## src/rtl/lcd_text_writer_pkg.sv

```systemverilog
// rtl/lcd_text_writer_pkg.sv - shared states, LCD command bytes and frame geometry
package lcd_pkg;

  typedef enum logic [2:0] {PWR_WAIT, INIT, CONFIG, IDLE, FRAME} state_t;

  localparam logic [7:0] FUNC_SET = 8'h28;
  localparam logic [7:0] DISP_ON  = 8'h0C;
  localparam logic [7:0] ENTRY    = 8'h06;
  localparam logic [7:0] CLEAR    = 8'h01;
  localparam logic [7:0] LINE1    = 8'h80;
  localparam logic [7:0] LINE2    = 8'hC0;
  localparam logic [7:0] SPACE    = 8'h20;

  localparam int NCHAR    = 20;
  localparam int LINE_LEN = 16;
  localparam int NBYTES   = NCHAR + 2;

  function automatic int max_int(input int a, input int b);
    return (a > b) ? a : b;
  endfunction

endpackage

```

## src/rtl/lcd_text_writer_if.sv

```systemverilog
// rtl/lcd_text_writer_if.sv - HD44780 4-bit write bus
interface lcd_text_writer_if;
  logic       lcd_rs;
  logic       lcd_rw;
  logic       lcd_e;
  logic [3:0] lcd_d;

  modport master (output lcd_rs, output lcd_rw, output lcd_e, output lcd_d);
  modport slave  (input  lcd_rs, input  lcd_rw, input  lcd_e, input  lcd_d);
endinterface

```

## src/rtl/lcd_text_writer_nibble_tx.sv

```systemverilog
// rtl/lcd_text_writer_nibble_tx.sv - one nibble strobe: setup, E pulse, hold
module lcd_nibble_tx #(
  parameter int SETUP_CYC  = 4,
  parameter int ENABLE_CYC = 12
) (
  input  logic       clk,
  input  logic       reset,
  input  logic       start,
  input  logic [3:0] nib,
  input  logic       rs,
  output logic       done,
  output logic       lcd_e,
  output logic [3:0] lcd_d,
  output logic       lcd_rs
);

  localparam int LEN = 2 * SETUP_CYC + ENABLE_CYC;
  localparam int CW  = $clog2(LEN + 1);

  logic          active;
  logic [CW-1:0] cnt;
  logic [CW-1:0] cnt_inc;

  assign cnt_inc = cnt + 1'b1;
  assign done    = active && (cnt == CW'(LEN - 1));

  // start wins over done so the low nibble can follow the high one back-to-back
  always_ff @(posedge clk or posedge reset) begin
    if (reset) begin
      active <= 1'b0;
      cnt    <= '0;
      lcd_e  <= 1'b0;
      lcd_d  <= 4'h0;
      lcd_rs <= 1'b0;
    end else if (start) begin
      active <= 1'b1;
      cnt    <= '0;
      lcd_e  <= 1'b0;
      lcd_d  <= nib;
      lcd_rs <= rs;
    end else if (done) begin
      active <= 1'b0;
      lcd_e  <= 1'b0;
    end else if (active) begin
      cnt   <= cnt_inc;
      lcd_e <= (cnt_inc >= CW'(SETUP_CYC)) && (cnt_inc < CW'(SETUP_CYC + ENABLE_CYC));
    end
  end

endmodule

```

## src/rtl/lcd_text_writer.sv

```systemverilog
// rtl/lcd_text_writer.sv - LCD init sequencer and change-driven 20-char frame writer
module lcd_text_writer
  import lcd_pkg::*;
#(
  parameter int POWERUP_CYC    = 750000,
  parameter int INIT_WAIT_CYC  = 250000,
  parameter int SETUP_CYC      = 4,
  parameter int ENABLE_CYC     = 12,
  parameter int CMD_WAIT_CYC   = 2000,
  parameter int CLEAR_WAIT_CYC = 82000
) (
  input  logic                      clk,
  input  logic                      reset,
  input  logic [160:0]              txt,
  lcd_text_writer_if.master         lcd,
  output logic                      busy,
  output logic                      frame_done
);

  localparam int WMAX = max_int(max_int(POWERUP_CYC, INIT_WAIT_CYC),
                                max_int(CMD_WAIT_CYC, CLEAR_WAIT_CYC));
  localparam int WW   = $clog2(WMAX + 1);

  state_t          state, state_n;
  logic [4:0]      idx, idx_n;
  logic            lo, lo_n;
  logic            waiting, waiting_n;
  logic [WW-1:0]   wcnt, wcnt_n, wait_len;
  logic [159:0]    snap, shadow;
  logic            shadow_ok;
  logic            start, latch, finish, is_last, tx_done, tx_rs;
  logic [3:0]      tx_nib;
  logic [8:0]      sel;
  logic            unused_txt_msb;

  assign unused_txt_msb = txt[160];
  assign busy           = (state != IDLE);
  assign lcd.lcd_rw     = 1'b0;

  // {rs, byte} for step i of a phase; INIT entries carry their nibble in the high half
  function automatic logic [8:0] seq_byte(input state_t st, input logic [4:0] i,
                                          input logic [159:0] s);
    logic [7:0] c;
    int         ci;
    seq_byte = {1'b0, SPACE};
    case (st)
      INIT:    seq_byte = {1'b0, (i == 5'd3) ? 8'h22 : 8'h33};
      CONFIG:  case (i)
                 5'd0:    seq_byte = {1'b0, FUNC_SET};
                 5'd1:    seq_byte = {1'b0, DISP_ON};
                 5'd2:    seq_byte = {1'b0, ENTRY};
                 default: seq_byte = {1'b0, CLEAR};
               endcase
      FRAME: begin
        if (i == 5'd0) begin
          seq_byte = {1'b0, LINE1};
        end else if (int'(i) == LINE_LEN + 1) begin
          seq_byte = {1'b0, LINE2};
        end else begin
          ci = (int'(i) <= LINE_LEN) ? int'(i) - 1 : int'(i) - 2;
          c  = s[8*ci +: 8];
          seq_byte = {1'b1, (c == 8'h00) ? SPACE : c};
        end
      end
      default: seq_byte = {1'b0, SPACE};
    endcase
  endfunction

  always_comb begin
    wait_len = WW'(CMD_WAIT_CYC);
    if (state == INIT && idx == 5'd0)
      wait_len = WW'(INIT_WAIT_CYC);
    else if (state == CONFIG && idx == 5'd3)
      wait_len = WW'(CLEAR_WAIT_CYC);
    is_last = (state == FRAME) ? (idx == 5'(NBYTES - 1)) : (idx == 5'd3);
  end

  always_comb begin
    state_n   = state;
    idx_n     = idx;
    lo_n      = lo;
    waiting_n = waiting;
    wcnt_n    = wcnt;
    start     = 1'b0;
    latch     = 1'b0;
    finish    = 1'b0;
    case (state)
      PWR_WAIT: begin
        if (wcnt == WW'(1)) begin
          state_n = INIT;
          idx_n   = '0;
          start   = 1'b1;
        end else begin
          wcnt_n = wcnt - 1'b1;
        end
      end
      IDLE: begin
        if (!shadow_ok || (txt[159:0] != shadow)) begin
          state_n = FRAME;
          idx_n   = '0;
          lo_n    = 1'b0;
          latch   = 1'b1;
          start   = 1'b1;
        end
      end
      default: begin
        if (waiting) begin
          if (wcnt == WW'(1)) begin
            waiting_n = 1'b0;
            if (!is_last) begin
              idx_n = idx + 5'd1;
              start = 1'b1;
            end else if (state == INIT) begin
              state_n = CONFIG;
              idx_n   = '0;
              start   = 1'b1;
            end else begin
              state_n = IDLE;
              finish  = (state == FRAME);
            end
          end else begin
            wcnt_n = wcnt - 1'b1;
          end
        end else if (tx_done) begin
          if (state != INIT && !lo) begin
            lo_n  = 1'b1;
            start = 1'b1;
          end else begin
            lo_n      = 1'b0;
            waiting_n = 1'b1;
            wcnt_n    = wait_len;
          end
        end
      end
    endcase
    sel    = seq_byte(state_n, idx_n, snap);
    tx_nib = lo_n ? sel[3:0] : sel[7:4];
    tx_rs  = sel[8];
  end

  always_ff @(posedge clk or posedge reset) begin
    if (reset) begin
      state      <= PWR_WAIT;
      idx        <= '0;
      lo         <= 1'b0;
      waiting    <= 1'b0;
      wcnt       <= WW'(POWERUP_CYC);
      snap       <= '0;
      shadow     <= '0;
      shadow_ok  <= 1'b0;
      frame_done <= 1'b0;
    end else begin
      state      <= state_n;
      idx        <= idx_n;
      lo         <= lo_n;
      waiting    <= waiting_n;
      wcnt       <= wcnt_n;
      frame_done <= finish;
      if (latch)
        snap <= txt[159:0];
      if (finish) begin
        shadow    <= snap;
        shadow_ok <= 1'b1;
      end
    end
  end

  lcd_nibble_tx #(
    .SETUP_CYC  (SETUP_CYC),
    .ENABLE_CYC (ENABLE_CYC)
  ) u_tx (
    .clk    (clk),
    .reset  (reset),
    .start  (start),
    .nib    (tx_nib),
    .rs     (tx_rs),
    .done   (tx_done),
    .lcd_e  (lcd.lcd_e),
    .lcd_d  (lcd.lcd_d),
    .lcd_rs (lcd.lcd_rs)
  );

endmodule

```

## src/flat_wrapper.sv

```systemverilog
// flat-port wrapper written by rule: the top's interface ports become plain ports
module lcd_text_writer_flat import lcd_pkg::*;
#(
  parameter int POWERUP_CYC    = 750000,
  parameter int INIT_WAIT_CYC  = 250000,
  parameter int SETUP_CYC      = 4,
  parameter int ENABLE_CYC     = 12,
  parameter int CMD_WAIT_CYC   = 2000,
  parameter int CLEAR_WAIT_CYC = 82000
)
  (clk, reset, txt, busy, frame_done, lcd_lcd_rs, lcd_lcd_rw, lcd_lcd_e, lcd_lcd_d);
  lcd_text_writer_if lcd_i ();
  input  logic clk;
  input  logic reset;
  input  logic [160:0] txt;
  output logic busy;
  output logic frame_done;
  output wire logic [$bits(lcd_i.lcd_rs)-1:0] lcd_lcd_rs;
  output wire logic [$bits(lcd_i.lcd_rw)-1:0] lcd_lcd_rw;
  output wire logic [$bits(lcd_i.lcd_e)-1:0] lcd_lcd_e;
  output wire logic [$bits(lcd_i.lcd_d)-1:0] lcd_lcd_d;
  assign lcd_lcd_rs = lcd_i.lcd_rs;
  assign lcd_lcd_rw = lcd_i.lcd_rw;
  assign lcd_lcd_e = lcd_i.lcd_e;
  assign lcd_lcd_d = lcd_i.lcd_d;
  lcd_text_writer #(.POWERUP_CYC(POWERUP_CYC), .INIT_WAIT_CYC(INIT_WAIT_CYC), .SETUP_CYC(SETUP_CYC), .ENABLE_CYC(ENABLE_CYC), .CMD_WAIT_CYC(CMD_WAIT_CYC), .CLEAR_WAIT_CYC(CLEAR_WAIT_CYC)) u_core (.clk(clk), .reset(reset), .txt(txt), .lcd(lcd_i), .busy(busy), .frame_done(frame_done));
endmodule
```

## config.mk

```make
export PLATFORM = sky130hd
export DESIGN_NAME = lcd_text_writer_flat
export DESIGN_NICKNAME = d
export VERILOG_FILES = /design/src/rtl/lcd_text_writer_pkg.sv /design/src/rtl/lcd_text_writer_if.sv /design/src/rtl/lcd_text_writer_nibble_tx.sv /design/src/rtl/lcd_text_writer.sv /design/src/flat_wrapper.sv
export SDC_FILE = /design/constraint.sdc
export NUM_CORES = 1
export LEC_CHECK = 0
export BUFFER_PORTS_ARGS = -buffer_cell sky130_fd_sc_hd__buf_2
export CAP_MARGIN = 15
export CORE_MARGIN = 3
export CORE_UTILIZATION = 55
export DETAILED_ROUTE_END_ITERATION = 10
export PLACE_DENSITY = 0.74
export SYNTH_ARGS = -nofsm -noshare
export SYNTH_HDL_FRONTEND = slang
export SYNTH_SLANG_ARGS = --single-unit
```

## constraint.sdc

```tcl
create_clock -name clk -period 16.05 [get_ports clk]
set_input_delay 0.8025 -clock clk [delete_from_list [all_inputs] [get_ports clk]]
set_output_delay 0.8025 -clock clk [all_outputs]
set_load 0.02 [all_outputs]
```

After elaboration in Yosys (flattened, before gate mapping). Cells that the tools add are included.

Add/sub/neg operators: 5. Order comparisons: 3. Equal/unequal tests: 20. Shifts and indexed selects: 1. Muxes and demuxes: 61. Bitwise gates (word level): 1. Reduce and logical (&&, ||, !) cells: 19.

Operator list (count): $ne A160 B160 Y1 (1); $shiftx A160 B32 Y8 (1); $mux W20 (5); $mux W5 (10); $pmux W20 S2 (1); $mux W29 (1); $mux W1 (28); $pmux W9 S3 (1); $eq A20 B1 Y1 const B (1); $sub A20 B1 Y20 const B (1); $mux W9 (2); $pmux W6 S3 (1); $mux W17 (1); $eq A5 B2 Y1 const B (3); $eq A5 B5 Y1 const B (3); $mux W3 (5); $add A5 B1 Y5 const B (2); $logic_not A5 Y1 (2); $pmux W5 S2 (1); $eq A3 B2 Y1 const B (3); $logic_not A8 Y1 (1); $mux W8 (1); $eq A3 B1 Y1 const B (2); $eq A3 B3 Y1 const B (2); 22 further kinds (31).

Bits in registers: 364. Bits of input ports: 163. Output and inout bits: 9.

Depth between registers and ports, before layout. Gate-level depths: netlist of run 1.

Word-level depth: 15. Depth in mapped cells: 26.

Cells and area by module. Synthesis of run 1 repeated with hierarchy kept, for this count alone.

Cell total of the unflattened synthesis: 1918. Area total of the unflattened synthesis: 19082.1 µm².

By module, submodules not included: lcd_text_writer (times used 1, cells an instance 1866, area an instance 18461.5 µm²); lcd_nibble_tx (times used 1, cells an instance 52, area an instance 620.6 µm²).

Worst setup path after synthesis of run 1. No wires, ideal clock.

Path type: in2reg. From: input txt[78]. To: register u_core.u_tx.lcd_d[1]. Library setup time: 0.128 ns. Arrival: 5.818 ns. Data required time: 15.922 ns. Path slack: 10.104 ns. Stages: 23. Path through: nor2b_1 > or4_1 > or4_1 > nor4_1 > and4_1 > nand2b_1 > nand3_2 > buf_2 > buf_2 > clkbuf_1 > ha_1 > clkbuf_1 > and3_4 > a31oi_4 > mux2i_4 > buf_6 > clkbuf_1 > mux2i_1 > mux2i_1 > a31oi_1 > nand4_1 > a221oi_1 > o22ai_1.

Longest elaborated chain between the ends: 13. Elaborated cells between the ends (all ways): 29. Classes of those cells: 2 x add/sub; 1 x order compare; 7 x eq/ne; 1 x shift; 15 x mux; 3 x reduce/logical.

Ends and longest elaborated chain: start, declared (RTL line flat_wrapper.sv:15) `input logic [160:0] txt;`; $ne A160 B160 Y1 (*) (RTL line lcd_text_writer.sv:98) `if (!shadow_ok || (txt[159:0] != shadow)) begin`; $logic_or A1 B1 Y1 (*) (RTL line lcd_text_writer.sv:98); $mux W5 (RTL line lcd_text_writer.sv:98); $pmux W5 S2 (RTL line lcd_text_writer.sv:87) `case (state)`; $sub A5 B2 Y6 (tied with other cells) (RTL line lcd_text_writer.sv:60) `ci = (int'(i) <= LINE_LEN) ? int'(i) - 1 : int'(i) - 2;`; $mux W29 (RTL line lcd_text_writer.sv:60); $shiftx A160 B32 Y8 (RTL line lcd_text_writer.sv:61) `c = s[8*ci +: 8];`; $logic_not A8 Y1 (RTL line lcd_text_writer.sv:62) `seq_byte = {1'b1, (c == 8'h00) ? SPACE : c};`; $mux W8 (RTL line lcd_text_writer.sv:62); $mux W9 (RTL line lcd_text_writer.sv:57) `end else if (int'(i) == LINE_LEN + 1) begin`; $mux W9 (RTL line lcd_text_writer.sv:55) `if (i == 5'd0) begin`; $pmux W9 S3 (RTL line lcd_text_writer.sv:46) `case (st)`; $mux W4 (RTL line lcd_text_writer.sv:137) `tx_nib = lo_n ? sel[3:0] : sel[7:4];`; end signal, assigned (RTL line lcd_text_writer_nibble_tx.sv:39) `lcd_d <= nib;`; end, declared (RTL line lcd_text_writer_nibble_tx.sv:13) `output logic [3:0] lcd_d,`.

Mark *: on every way between the ends. The rest lies on a longest branch, timed or not. A chain may end at the register's enable or synchronous reset.

Final worst setup path of run 1.
From: input txt[21]. To: register u_core.u_tx.lcd_d[1].

Longest elaborated chain between the ends: 13. Elaborated cells between the ends (all ways): 29. Classes of those cells: 2 x add/sub; 1 x order compare; 7 x eq/ne; 1 x shift; 15 x mux; 3 x reduce/logical.

Ends and longest elaborated chain: $ne A160 B160 Y1 (*) (RTL line lcd_text_writer.sv:98); $logic_or A1 B1 Y1 (*) (RTL line lcd_text_writer.sv:98); $mux W5 (*) (RTL line lcd_text_writer.sv:98); $pmux W5 S2 (*) (RTL line lcd_text_writer.sv:87); via u_core.idx_n[1] (RTL line lcd_text_writer.sv:25) `logic [4:0] idx, idx_n;`; $sub A5 B2 Y6 (tied with other cells) (RTL line lcd_text_writer.sv:60); $mux W29 (RTL line lcd_text_writer.sv:60); $shiftx A160 B32 Y8 (RTL line lcd_text_writer.sv:61); $logic_not A8 Y1 (RTL line lcd_text_writer.sv:62); $mux W8 (RTL line lcd_text_writer.sv:62); $mux W9 (RTL line lcd_text_writer.sv:57); $mux W9 (RTL line lcd_text_writer.sv:55); $pmux W9 S3 (*) (RTL line lcd_text_writer.sv:46); $mux W4 (*) (RTL line lcd_text_writer.sv:137).

Mark *: on every way through the listed nets, which the timed path passes. The rest lies on a longest branch.

==> flow_metrics.env, run 1 <==
export IMPL_clock_sinks=364
export IMPL_hold_violations=0
export IMPL_clockRootBuffer="clkbuf_16"
export IMPL_power_density_mw_per_mm2=90.22
export IMPL_synth_compound_area_share_pct=9.251
export IMPL_track_usage_pct=32.14
export IMPL_crit_type="in2reg"
export IMPL_critPathLaunch="txt[21]"
export IMPL_via_per_inst=6.330
export IMPL_synth_fp_nets=1957
export IMPL_synthMuxAreaShare_pct=19.95
export IMPL_dp_hpwl_um=45840
export IMPL_regToRegSetupSlack_ns=8.69
export IMPL_synth_seq_cells=364
export IMPL_min_period_ns=7.438
export IMPL_ys_warnings_count=0
export IMPL_fp_dieW_um=194.8
export IMPL_max_stage_delay_ns=0.87
export IMPL_synth_seq_area_share_pct=46.54
export IMPL_antenna_found_initial=2
export IMPL_layout_drive_gt1_share_pct=30.68
export IMPL_fin_total_pwr_mw=2.000
export IMPL_synth_xor_area_share_pct=4.514
export IMPL_gr_total_overflow=0
export IMPL_clk_insertion_delay_late_ns=0.57
export IMPL_final_util_pct=63.71
export IMPL_cap_viol_max_count=0
export IMPL_num_nets_final=2109
export IMPL_worst_setup_path_start_kind="primary input"
export IMPL_tritoncts="yes"
export IMPL_r2r_start="u_core.shadow[107]$_DFFE_PP0P_"
export IMPL_drc=0
export IMPL_core_area_sq_mm=0.03480
export IMPL_die_h_um=194.8
export IMPL_cts_resized_gates=0
export IMPL_slowest_stage="a2111oi_0"
export IMPL_yosys_area_share_simple_pct=15.90
export IMPL_wl_per_cell_um=25.66
export IMPL_drtAntennaViolNets=0
export IMPL_ir_drop_uv=91.39
export IMPL_slew_headroom_pct=28.35
export IMPL_cts_buffers_inserted=41
export IMPL_crit_chain="buf_2 -> nor2b_1 -> a2111oi_0 -> nand4_1 -> nor4_1 -> and4_1 -> nor2_4 -> nor3_4 -> inv_1 -> ha_1 -> and3_4 -> a31oi_4 -> mux2i_4 -> inv_1 -> a2111oi_0 -> a41oi_1 -> a21oi_1 -> o21ai_1 -> a221oi_1 -> o22ai_1"
export IMPL_crit_path_end_kind="flop"
export IMPL_regToRegEndpoint="u_core.u_tx.lcd_d[1]$_DFFE_PP0P_"
export IMPL_start_util_pct=56.32
export IMPL_rsz0062_at_grt="false"
export IMPL_total_leakage_power_nw=9.870
export IMPL_io_buffers=169
export IMPL_synth_area_sq_mm=0.01960
export IMPL_postCtsSetupBuffers=0
export IMPL_synth_main_ff_cell="dfrtp_1"
export IMPL_final_cell_mix="dfrtp_1, mux2_2, buf_2, nand2_1, nand2b_1"
export IMPL_drtPass1Iterations=6
export IMPL_avgSynthCellArea_sq_um=11.01
export IMPL_worst_path_buf_inv=3
export IMPL_io_pins=172
export IMPL_status="finished clean"
export IMPL_worstPathMaxFanout=34
export IMPL_critPathTopFamily="compound AO/OA/AOI/OAI gates"
export IMPL_skew_ns=0.03095
export IMPL_grt_max_degree=184
export IMPL_grt_pass1_vias=15122
export IMPL_synth_edff_count=0
export IMPL_finalMaxSlewViolations=0
export IMPL_dieArea_sq_mm=0.03794
export IMPL_cts_clk_slew_worst_paths_ns=0.06
export IMPL_drtIter0Drc=1394
export IMPL_crit_arrival_ns=7.85
export IMPL_area_growth_pct=13.11
export IMPL_yosysUniqueCellTypes=99
export IMPL_fin_setup_tns_ns=0
export IMPL_fill_cells=2810
export IMPL_drt_total_wl_um=62050
export IMPL_grt_pass1_wl_um=93500
export IMPL_clockBufferDepth=3
export IMPL_final_common_cell="dfrtp_1"
export IMPL_syn_instance_count=1780
export IMPL_num_vias=15306
export IMPL_synthArstFlopShare_pct=100.0
export IMPL_postCtsHoldBufs=0
export IMPL_gp_congestion=0.9860
export IMPL_synthAdderAreaFrac_pct=0.8938
export IMPL_fmax_mhz=134.4
export IMPL_worstMarginPinSlew_ns=1.068
export IMPL_synth_top_family_by_area="multiplexers"
export IMPL_h_tree_depth=2
export IMPL_setup_violations=0
export IMPL_hp_class="in2async"
export IMPL_num_rows=68
export IMPL_rr_worst_depth=18
export IMPL_finalCritPeriodShare_pct=46.34
export IMPL_cp_required_ns=16.46
[synthesized netlist by cell type, types with 7 or more instances]
library cell  instances  area share [%]
nand4_1              56             1.8
a211oi_1             19            0.73
dfrtp_1             354              45
mux2_2              293              17
mux2i_1              39             2.0
dfstp_2              10             1.3
nor3_1               23            0.59
a31oi_1              12            0.38
inv_1                52             1.0
a21oi_1              35            0.89
nand2_1             126             2.4
nor4_1               40             1.3
nor2_1               81             1.6
clkbuf_1             54             1.0
ha_1                 14            0.89
or3_1                10            0.32
and2_1               15            0.48
xnor2_1              30             1.3
nand2b_1             81             2.6
o22ai_1              13            0.41
o2111ai_1             9            0.40
or4_1                10            0.38
a2111oi_0            15            0.67
o211ai_1             10            0.38
nor2b_1              48             1.5
o221ai_1              8            0.36
o21ai_0              57             1.5
nand3_1              31            0.79
buf_2                15            0.38
and3_1                7            0.22
xor2_1               71             3.2
[sequential cells by signal, summed over array words and instances, names as in the netlist]
name and flops:
u_core.state 3, u_core.u_tx.active 1, u_core.u_tx.lcd_e 1, u_core.wcnt 20, u_core.idx 5, u_core.shadow_ok 1, u_core.frame_done 1, u_core.shadow 160
u_core.lo 1, u_core.u_tx.lcd_rs 1, u_core.u_tx.cnt 5, u_core.u_tx.lcd_d 4, u_core.snap 160, u_core.waiting 1
[routing by layer]
| layer | global-route usage [%] | share of wire [%] |
|---|---|---|
| met1 | 45.62 | 43 |
| met2 | 51.78 | 47 |
| met3 | 5.426 | 7.6 |
| met4 | 8.397 | 2.8 |
| met5 | 0 | 0 |
[metrics by stage]
stage / setup slack [ns] / instance area [sq um] / instances / hold WS, ns
detailed placement: 8.126 / 20830 / 2344 / 0.4918
floorplan: 5.160 / 19600 / 1780 / 0.4591
CTS: 8.657 / 22170 / 2417 / 0.4113
finish: 8.612 / 22170 / 2418 / 0.3590
global route: 8.299 / 22170 / 2417 / 0.4502
global placement: 8.059 / 20830 / 2344 / 0.4765
[area by class of cell]
class                      instances  area (sq um)  share of cell area, %
timing repair buffer             186         985.9                  4.447
clock buffer                      57          1187                  5.356
antenna                            1         2.502                0.01129
sequential                       364          9121                  41.14
inverter                          57         229.0                  1.033
clock inverter                    16         146.4                 0.6603
tap                              455         569.3                  2.568
multi-input combinational       1282          9927                  44.78
[worst max-delay path by stage]
| stage | to | depth (start not counted) | slack [ns] |
|---|---|---|---|
| after floorplan | u_core.frame_done$_DFF_PP0_ | 1 | 5.16 |
| final | u_core.u_tx.lcd_d[1]$_DFFE_PP0P_ | 20 | 8.61 |
| after CTS | u_core.u_tx.lcd_d[0]$_DFFE_PP0P_ | 19 | 8.66 |
| after global routing | u_core.u_tx.lcd_d[0]$_DFFE_PP0P_ | 21 | 8.30 |
| after detailed placement | u_core.u_tx.lcd_d[0]$_DFFE_PP0P_ | 21 | 8.13 |
| after global placement | u_core.u_tx.lcd_d[0]$_DFFE_PP0P_ | 21 | 8.06 |
[logic make-up (layout without fill, tap and decap cells)]
group           Yosys count  count (layout)
buf+inv                 134             316
compound gates          254             254
xor+xnor                101             101
simple gates            569             569
mux                     343             343
other cells               1               2
flops                   364             364
fa+ha+maj                14              14
[power breakdown]
group          switching (mW)  leakage, nW  internal (mW)  total [mW]
clock                   0.391        0.654          0.537       0.928
combinational          0.0710         4.57         0.0467       0.118
sequential             0.0189         4.65          0.936       0.955
total                   0.481         9.87           1.52        2.00
Power figures use the tool's default switching activity.
==> run 2: changes to the inputs <==
--- a/config.mk
+++ b/config.mk
@@ -10,7 +10,7 @@
 export CORE_MARGIN = 3
 export CORE_UTILIZATION = 55
 export DETAILED_ROUTE_END_ITERATION = 10
-export PLACE_DENSITY = 0.74
+export PLACE_DENSITY = 0.77
 export SYNTH_ARGS = -nofsm -noshare
 export SYNTH_HDL_FRONTEND = slang
 export SYNTH_SLANG_ARGS = --single-unit
==> constraint.sdc (replaced) <==
create_clock -name clk -period 6.2 [get_ports clk]
set_input_delay 0.31 -clock clk [delete_from_list [all_inputs] [get_ports clk]]
set_output_delay 0.31 -clock clk [all_outputs]
set_load 0.02 [all_outputs]
==> run 2 against run 1 <==
Effect of this change:
- count of clock-buffer cells in the layout stayed put
- first-iteration DRC count is 5.2% lower
- via count is 4.8% higher
- sequential cell count stayed put
- highest routed layer unchanged
==> flow_metrics.env, run 2 (synthesis gave the netlist of run 1 again) <==
export IMPL_die_h_um=194.8
export IMPL_regToRegEndpoint="u_core.u_tx.lcd_d[1]$_DFFE_PP0P_"
export IMPL_postCtsSetupBuffers=0
export IMPL_r2r_start="u_core.shadow[3]$_DFFE_PP0P_"
export IMPL_fp_dieW_um=194.8
export IMPL_io_buffers=169
export IMPL_antenna_found_initial=1
export IMPL_num_nets_final=2251
export IMPL_internal_power_mw=4.091
export IMPL_diodes=0
export IMPL_pwr_share_comb_pct=6.7
export IMPL_cp_required_ns=6.65
export IMPL_top_regs="u_core.shadow x160, u_core.snap x160, u_core.wcnt x20"
export IMPL_worst_setup_path_start_kind="flop"
export IMPL_finalMaxSlewViolations=0
export IMPL_fmax_mhz=168.5
export IMPL_clockBufferDepth=3
export IMPL_drtIter0Drc=1322
export IMPL_switchingPower_mw=1.315
export IMPL_crit_path_end="u_core.u_tx.lcd_d[1]$_DFFE_PP0P_"
export IMPL_hold_violations=0
export IMPL_grt_max_degree=176
export IMPL_drtPass1Iterations=8
export IMPL_num_vias=16034
export IMPL_drt_total_wl_um=65240
export IMPL_swShare_pct=24.32
export IMPL_skew_ns=0.03196
export IMPL_min_period_ns=5.934
export IMPL_dieArea_sq_mm=0.03794
export IMPL_placed_area_sq_mm=0.02117
export IMPL_clockRootBuffer="clkbuf_16"
export IMPL_gp_congestion=1.036
export IMPL_crit_type="reg2reg"
export IMPL_fin_setup_tns_ns=0
export IMPL_total_leakage_power_nw=10.55
export IMPL_critPathLaunch="u_core.shadow[3]$_DFFE_PP0P_"
export IMPL_num_rows=68
export IMPL_layout_drive_gt1_share_pct=30.52
export IMPL_area_growth_pct=20.58
export IMPL_grt_pass1_wl_um=99040
export IMPL_power_density_mw_per_mm2=228.7
export IMPL_drtAntennaViolNets=0
export IMPL_regToRegSetupSlack_ns=0.27
export IMPL_slowest_stage="nor4_1"
export IMPL_slew_headroom_pct=2.198
export IMPL_final_cell_mix="dfrtp_1, mux2_2, buf_2, nand2_1, dlygate4sd3_1"
export IMPL_rsz0062_at_grt="false"
export IMPL_critPathTopFamily="compound AO/OA/AOI/OAI gates"
export IMPL_rr_worst_depth=20
export IMPL_final_area_sq_mm=0.02363
export IMPL_clk_insertion_delay_late_ns=0.60
export IMPL_dp_hpwl_um=47280
export IMPL_max_stage_delay_ns=0.60
export IMPL_crit_path_end_kind="flop"
export IMPL_wl_per_cell_um=25.46
export IMPL_final_common_cell="dfrtp_1"
export IMPL_hp_class="in2reg"
export IMPL_start_util_pct=56.32
export IMPL_fill_cells=2614
export IMPL_track_usage_pct=34.00
export IMPL_cts_clk_slew_worst_paths_ns=0.06
export IMPL_ir_drop_uv=257.3
export IMPL_finalCritPeriodShare_pct=95.71
export IMPL_worstPathMaxFanout=21
export IMPL_p_clk_share_pct=47.5
export IMPL_h_tree_depth=2
export IMPL_seq_power_share_pct=45.8
export IMPL_gr_total_overflow=0
export IMPL_cap_viol_max_count=0
export IMPL_crit_cells=20
export IMPL_via_per_inst=6.258
export IMPL_tritoncts="yes"
export IMPL_cts_buffers_inserted=41
export IMPL_crit_chain="nor2b_1 -> a2111oi_0 -> buf_4 -> nand4_1 -> nor4_1 -> and4_1 -> nand2b_2 -> nand3_2 -> ha_1 -> and3_4 -> a31oi_4 -> mux2i_4 -> inv_1 -> buf_4 -> a2111oi_0 -> a41oi_1 -> a21oi_1 -> o21ai_1 -> a221oi_1 -> o22ai_1"
export IMPL_clock_sinks=364
export IMPL_status="finished clean"
export IMPL_setup_violations=0
export IMPL_grt_pass1_vias=16250
export IMPL_io_pins=172
export IMPL_crit_arrival_ns=6.39
export IMPL_worstMarginPinSlew_ns=1.467
export IMPL_core_area_sq_mm=0.03480
export IMPL_drc=0
export IMPL_worst_path_buf_inv=3
## run 2: changes by cell type in the layout (fill, tap and decap cells not counted), moves of 2 or more
cell,previous run,this run
buf_12,1,5
dlygate4sd3_1,0,103
buf_4,16,51
bufinv_16,1,4
a2111oi_0,15,13
a2111oi_1,1,3
## run 2: area by class of cell
cell class | instances | area (sq um) | area share, %
clock buffer | 57 | 1166 | 4.934
clock inverter | 19 | 261.5 | 1.107
timing repair buffer | 328 | 2360 | 9.985
tap | 455 | 569.3 | 2.409
inverter | 57 | 225.2 | 0.9530
sequential | 364 | 9121 | 38.60
multi-input combinational | 1282 | 9930 | 42.02
## run 2: layer usage
layer | vias up | global-route usage [%] | share of wire [%]
met4 | 0 | 12.99 | 4.1
met2 | 654 | 54.38 | 47
met3 | 145 | 5.928 | 7.8
met5 | - | 0 | 0
met1 | 8157 | 46.72 | 42
li1 | 7078 | - | -
## run 2: metrics by stage
step	setup WS, ns	power [mW]	std cells	util, %	hold slack (ns)
6_report	0.2658	5.405	2562	67.91	0.01008
5_1_grt	0.06293	5.546	2562	67.91	0.01120
4_1_cts	0.2395	5.425	2562	67.91	0.0001519
3_5_place_dp	0.1992	2.819	2383	60.84	0.4868
3_3_place_gp	0.3331	2.808	2383	60.84	0.4793
2_1_floorplan	0.6872	2.644	1780	-	0.4154
## run 2: repair_timing
| action | CTS | global route |
|---|---|---|
| resized for setup | 0 | 2 |
| hold buffers | 103 | 0 |
| setup endpoints to repair | 0 | 3 |
| hold endpoints to repair | 134 | 0 |
## run 2: power groups by stage
| stage | combinational (mW) | clock (mW) | sequential, mW |
|---|---|---|---|
| finish | 0.361 | 2.57 | 2.48 |
| global placement | 0.295 | 0 | 2.51 |
| floorplan | 0.153 | 0 | 2.49 |
| CTS | 0.357 | 2.59 | 2.47 |
| detailed placement | 0.303 | 0 | 2.52 |
| global route | 0.389 | 2.68 | 2.48 |
## run 2: how the worst min path moves through the flow
stage / from / to / slack [ns] / cells past startpoint
global placement: u_core.shadow_ok$_DFFE_PP0P_ / u_core.shadow_ok$_DFFE_PP0P_ / 0.48 / 1
floorplan: txt[103] / u_core.snap[103]$_DFFE_PP0P_ / 0.42 / 2
global route: txt[73] / u_core.snap[73]$_DFFE_PP0P_ / 0.01 / 2
finish: txt[13] / u_core.snap[13]$_DFFE_PP0P_ / 0.01 / 2
CTS: txt[117] / u_core.snap[117]$_DFFE_PP0P_ / 0.0002 / 2
detailed placement: u_core.wcnt[18]$_DFFE_PP0P_ / u_core.wcnt[19]$_DFFE_PP1P_ / 0.49 / 1
